File: src/rtl/attractor_detector.sv
// Attractor detector: watches a sampled Boolean-network trajectory and reports
// the first recurring state as a fixed point or limit cycle (lambda, mu).
module attractor_detector #(
  parameter  int unsigned STATE_W    = 9,
  parameter  int unsigned HIST_DEPTH = 8,
  parameter  int unsigned TIMEOUT    = 64,
  localparam int unsigned CL_W       = $clog2(HIST_DEPTH + 1),
  localparam int unsigned TL_W       = $clog2(TIMEOUT + 1)
) (
  input  logic               clk,
  input  logic               rst,
  input  logic               start,
  input  logic               state_valid,
  input  logic [STATE_W-1:0] state_in,
  output logic               busy,
  output logic               done,
  output logic               found,
  output logic               is_fixed_point,
  output logic [CL_W-1:0]    cycle_len,
  output logic [TL_W-1:0]    transient_len,
  output logic [STATE_W-1:0] attractor_state
);

  typedef enum logic [1:0] {
    S_IDLE,
    S_OBSERVE,
    S_DONE
  } state_t;

  state_t             r_state;
  logic [STATE_W-1:0] r_hist [HIST_DEPTH];
  logic [CL_W-1:0]    r_hcnt;
  logic [TL_W-1:0]    r_idx;

  logic               w_match;
  logic [CL_W-1:0]    w_k;
  logic               w_timeout;

  // Parallel compare; scanning downward leaves the smallest matching distance.
  always_comb begin
    w_match = 1'b0;
    w_k     = '0;
    for (int k = HIST_DEPTH; k >= 1; k--) begin
      if ((CL_W'(k) <= r_hcnt) && (r_hist[k-1] == state_in)) begin
        w_match = 1'b1;
        w_k     = CL_W'(k);
      end
    end
  end

  assign w_timeout = (r_idx == TL_W'(TIMEOUT - 1));

  always_ff @(posedge clk) begin
    if (rst || start) begin
      r_state         <= rst ? S_IDLE : S_OBSERVE;
      busy            <= ~rst;
      for (int i = 0; i < HIST_DEPTH; i++) r_hist[i] <= '0;
      r_hcnt          <= '0;
      r_idx           <= '0;
      done            <= 1'b0;
      found           <= 1'b0;
      is_fixed_point  <= 1'b0;
      cycle_len       <= '0;
      transient_len   <= '0;
      attractor_state <= '0;
    end else begin
      done <= 1'b0;
      case (r_state)
        S_OBSERVE: begin
          if (state_valid) begin
            if (w_match) begin
              found           <= 1'b1;
              is_fixed_point  <= (w_k == CL_W'(1));
              cycle_len       <= w_k;
              transient_len   <= r_idx - TL_W'(w_k);
              attractor_state <= state_in;
              done            <= 1'b1;
              busy            <= 1'b0;
              r_state         <= S_DONE;
            end else begin
              for (int i = HIST_DEPTH - 1; i >= 1; i--) r_hist[i] <= r_hist[i-1];
              r_hist[0] <= state_in;
              if (r_hcnt != CL_W'(HIST_DEPTH)) r_hcnt <= r_hcnt + CL_W'(1);
              // idx saturates at TIMEOUT-1; the timeout sample ends the run
              if (w_timeout) begin
                done    <= 1'b1;
                busy    <= 1'b0;
                r_state <= S_DONE;
              end else begin
                r_idx <= r_idx + TL_W'(1);
              end
            end
          end
        end
        default: ;
      endcase
    end
  end

endmodule
File: config.mk
export PLATFORM = sky130hd
export DESIGN_NAME = attractor_detector
export DESIGN_NICKNAME = d
export VERILOG_FILES = /design/src/rtl/attractor_detector.sv
export SDC_FILE = /design/constraint.sdc
export NUM_CORES = 1
export LEC_CHECK = 0
export ABC_AREA = 1
export CELL_PAD_IN_SITES_DETAIL_PLACEMENT = 1
export CELL_PAD_IN_SITES_GLOBAL_PLACEMENT = 1
export CORE_AREA = 2 2 123 125
export DETAILED_ROUTE_END_ITERATION = 8
export DIE_AREA = 0 0 125 127
export PLACE_DENSITY_LB_ADDON = 0.1
export REMOVE_ABC_BUFFERS = 1
export SLEW_MARGIN = 20
export SYNTH_ARGS = -nofsm -noshare
export SYNTH_HDL_FRONTEND = slang
export SYNTH_SLANG_ARGS = --single-unit
export TNS_END_PERCENT = 30
File: constraint.sdc
create_clock -name clk -period 5.39 [get_ports clk]
set_clock_uncertainty 0.05 [all_clocks]
set_input_delay 1.3475 -clock clk [delete_from_list [all_inputs] [get_ports clk]]
set_output_delay 1.3475 -clock clk [all_outputs]
set_load 0.03 [all_outputs]
* Yosys cells after proc, flatten, opt, wreduce, memory -nomap -nowiden *
Memory sizes are Yosys's and may differ from the RTL's.
Cells that the tools add are included.

storage, ports and cells
  output and inout port bits = 24
  bits of input ports = 13
  bits in registers = 37
  memories kept = 1
  memory bits (writable) = 72
  word-level logic and storage cells = 108

memories
  memory  words  width  rd ports  clocked after memory_dff  wr ports  RTL line  source
  r_hist  8      9      8         0                         8         31        logic [STATE_W-1:0] r_hist [HIST_DEPTH];

operators by class
  order comparisons = 8
  bitwise logic cells = 13
  add/sub/neg operators = 3
  reduce and logical (&&, ||, !) cells = 17
  equality and inequality tests = 12
  muxes and demuxes = 44

operators by type and width
  kind                                                  count
  equality test 9 bit                                   8
  two-way mux 9 bit                                     8
  two-way mux 4 bit                                     8
  two-way mux 1 bit                                     23
  <= comparator 3 x 4 -> 1 bit (first input constant)   4
  two-way mux 2 bit                                     5
  <= comparator 2 x 4 -> 1 bit (first input constant)   2
  logical AND 1 bit                                     8
  OR 1 bit                                              8
  AND reduction 4 bit                                   2
  adder 7 x 1 -> 7 bit (second input constant)          1
  equality test 7 x 6 -> 1 bit (second input constant)  1
  subtractor 7 x 4 -> 7 bit                             1
  AND reduction 3 bit                                   2
  NOT 1 bit                                             5
  adder 4 x 1 -> 4 bit (second input constant)          1
  equality test 4 x 1 -> 1 bit (second input constant)  1
  <= comparator 1 x 4 -> 1 bit (first input constant)   1
  <= comparator 4 bit (first input constant)            1
  != test 4 bit (second input constant)                 1
  nonzero test 2 bit                                    2
  nonzero test 3 bit                                    1
  OR reduction 3 bit                                    1
  equality test 2 x 1 -> 1 bit (second input constant)  1
  logical OR 1 bit                                      1

* Logic depth before layout (Yosys ltp) *
  word-level depth = 16
  gate-level depth with buffers = 22
  gate-level depth less buffers = 22

* Worst setup path after synthesis *
No wires, ideal clock.

  kind = input port to flip-flop
  start = input state_in[7]
  end = memory r_hist[0][0], enable pin
  required time = 4908 ps
  arrival = 3973 ps
  setup slack = 934 ps
  path buffers = 1
  library setup time = 432 ps
  cell stages on the path = 14
  cells stage by stage = buf_4 > inv_2 > nand2_1 > nand2_1 > inv_1 > nand3_1 > nor2_1 > nand2_1 > nand2_1 > nor2_4 > nand2_1 > nor2_1 > nand2_1 > nand2_1

RTL lines
  item                RTL line  source
  start: declaration  14        input logic [STATE_W-1:0] state_in,
  end: declaration    31

* Worst setup path after layout *
  start = input state_in[6]
  end = register transient_len[6]

between the ends
  elaborated cells between the ends (all ways) = 34
  those cells by class = add/sub (1); eq/ne (8); mux (16); reduce/logical (9)

RTL lines
  item                            RTL line  source
  equality test 9 bit             44        if ((CL_W'(k) <= r_hcnt) && (r_hist[k-1] == state_in)) begin
  logical AND 1 bit               44
  two-way mux 4 bit (6 in a row)  44
  two-way mux 4 bit (*)           44
  via w_k[0]                      36        logic [CL_W-1:0] w_k;
  subtractor 7 x 4 -> 7 bit (*)   75        transient_len <= r_idx - TL_W'(w_k);
  end signal: assignment          75
  end: declaration                20        output logic [TL_W-1:0] transient_len,

Mark *: on every way through the listed nets, which the timed path passes. The rest lies on a longest branch.
A chain may end at the register's enable or synchronous reset.

==> flow_summary.toml <==
[synth]
synth-compound-area-share = 0.0484
synth_fa_ha_area_frac = 0.0197
seq_area_frac_synth = 0.476
yosysMostFrequentCell = "nand2_1"
synthSimpleGateAreaFrac = 0.299
ys_warn_count = 0
async_reset_ff_frac = 0
avgSynthCellArea_um2 = 8.00
synth_top_family_by_area = "simple AND/OR/NAND/NOR gates"
netlist_area_um2 = 6100
synth_cell_types = 40
synth_cells = 762
synth_edf_count = 74
synth-xor-area-share = 0.0601
synthMuxAreaShare = 0
synth_largest_area_cell = "edfxtp_1"
synth-seq-cells = 108
yosysTopAreaCellShare = 0.365
synth_ff_type = "edfxtp_1"
synthTopCellsByArea = "edfxtp_1, dfxtp_1, nand2_1, nor2_1, inv_1"
synth_common_cells = "nand2_1, nor2_1, inv_1, edfxtp_1, dfxtp_1"

[clock_network]
post_cts_buffers = 0
htree_levels = 3
insertion_delay_ps = 360
cts_max_path_buffers = 2
root_buffer = "clkbuf_16"
cts_tree = "done"
cts-buffers-inserted = 9
holdBufCountCts = 0
path_clk_slew_ps = 60
cts_sinks = 108
post_cts_resized = 0

[routing]
via_per_inst = 5.16
ant_nets = 0
top_layer_used = "met4"
met3WireLength_um = 743
drtIter0Drc = 292
vias = 5083
drtPass1Iterations = 5
wire_per_inst_um = 18.0
wl_um = 17800
met2_length_um = 8880
wl_met1_um = 7620
drc = 0

[placement]
gp_congestion = 0.908
io_buffers = 36
post-dp-hpwl_um = 13500
placed_cell_area_um2 = 6640

[hold_path]
hold_class = "flop to flop"
hold_path_depth = 2

[timing]
setup_viol = 0
worst_pin_slew_ps = 683
hold_viol = 0
min_period_over_period = 0.829
min_period_ps = 4470
grt_setup_unrepaired = "no"
finalMaxSlewViolations = 0
tns_ps = 0
relSlewSlack = 0.543
fmaxAchievable_ghz = 0.224

[grt]
first_global_vias = 5474
grtUsageTotal = 0.234
grt_overflow = 0
grt_first_pass_wirelength_um = 28900
antenna_found_initial = 0
grt_start_max_net_pins = 68

[cells_and_area]
fin_area_um2 = 6920
nets = 821
drive_gt1_frac = 0.0898
antenna_cells = 0
utilization = 0.480
fill_cells = 1765
area_growth_pct = 13.5

[pwr]
vdd_drop_max_v = 0.000138
cellLeakagePower_nw = 2.80
p_per_area_nw_per_um2 = 261

[worst_setup_path]
critPathLaunchType = "input port"
cp.required_ps = 5590
end_kind = "flop"
critPathArrivalTime_ps = 4670
path_class = "input port to flop"
reg2reg_depth = 22
cp_max_fo = 11

[floorplanning]
num_rows = 44
die-area_um2 = 15900
initial_utilization = 0.423
die_x_um = 125
pin_count = 37
die_height_um = 127
core_area_um2 = 14400

[outcome]
status = "completed"

[flow_run]
max_cap_violations = 0
## critical path: stages
cell             delay, ps
clkdlybuf4s50_1        900
o22ai_1                180
a221oi_1               260
nand3_1                120
nor3_1                 280
a21o_1                 140
ha_1                   130
inv_1                   60
fa_1                   390
nand2_1                 80
inv_1                   40
o21ai_0                220
nand4_1                140
xnor2_1                140
o21ai_0                160
nor2_1                  60
## layout by cell type, fill, tap and decap left out, drive strengths merged
master and n:
nand2 180, nor2 176, inv 106, edfxtp 74, clkdlybuf4s50 36, nand3 35, dfxtp 34, xnor2 27
o21ai 26, a21oi 15, xor2 14, buf 14, nand4 10, clkbuf 9, ha 8, nor3 7
nor4 4, o22ai 4, and3 3, nand3b 3, clkinv 3, o2111ai 2, a211oi 2, or3b 1
nor3b 1, o221ai 1, or2 1, a221oi 1, a21o 1, o21bai 1, fa 1, bufinv 1
clkinvlp 1
## per-layer routing
metal | up-vias | global-route usage
li1 | 2466 | -
met1 | 2482 | 0.285
met2 | 107 | 0.419
met3 | 28 | 0.0373
met4 | 0 | 0.0889
met5 | - | 0
## through the flow
stage / setup WS (ps) / power (mW) / std cells / hold WS (ps)
floorplan: 817 / 1.08 / 738 / 397
global placement: 651 / 1.16 / 972 / 406
detailed placement: 537 / 1.17 / 972 / 422
CTS: 889 / 1.82 / 986 / 433
global route: 540 / 1.87 / 986 / 460
finish: 919 / 1.81 / 986 / 431
## report_power, final
| part | internal [mW] | leakage (nW) | switching [mW] |
|---|---|---|---|
| Combinational | 0.0677 | 1.56 | 0.141 |
| Sequential | 0.918 | 1.11 | 0.0223 |
| Clock | 0.354 | 0.133 | 0.304 |
## flip-flops by register name, summed over array words and instances, names as in the netlist
| name | cells |
|---|---|
| done | 1 |
| r_idx | 7 |
| is_fixed_point | 1 |
| transient_len | 7 |
| r_hcnt | 4 |
| cycle_len | 4 |
| attractor_state | 9 |
| r_hist | 72 |
| busy | 1 |
| r_state | 1 |
| found | 1 |
## cell families after synthesis
kind of cell,Yosys count
compound gates,53
xor+xnor,41
fa+ha+maj,9
buf+inv,130
flops,108
simple gates,421
## final timing paths
| kind | startpoint | to | slack [ps] |
|---|---|---|---|
| max | state_in[6] | transient_len[6] | 920 |
| min | is_fixed_point | is_fixed_point | 430 |
| max reg2reg | r_hcnt[0] | transient_len[6] | 2170 |
| min reg2reg | is_fixed_point | is_fixed_point | 430 |
## cell type report
| type | instances | area, µm² | area share |
|---|---|---|---|
| Clock buffer | 9 | 225 | 0.0325 |
| Timing Repair Buffer | 50 | 503 | 0.0727 |
| Multi-Input combinational cell | 524 | 2610 | 0.377 |
| Inverter | 106 | 398 | 0.0575 |
| Sequential cell | 108 | 2900 | 0.419 |
| Tap cell | 184 | 230 | 0.0333 |
| Clock inverter | 5 | 53.8 | 0.00777 |
Note: power is estimated with default switching activity, not from simulation.
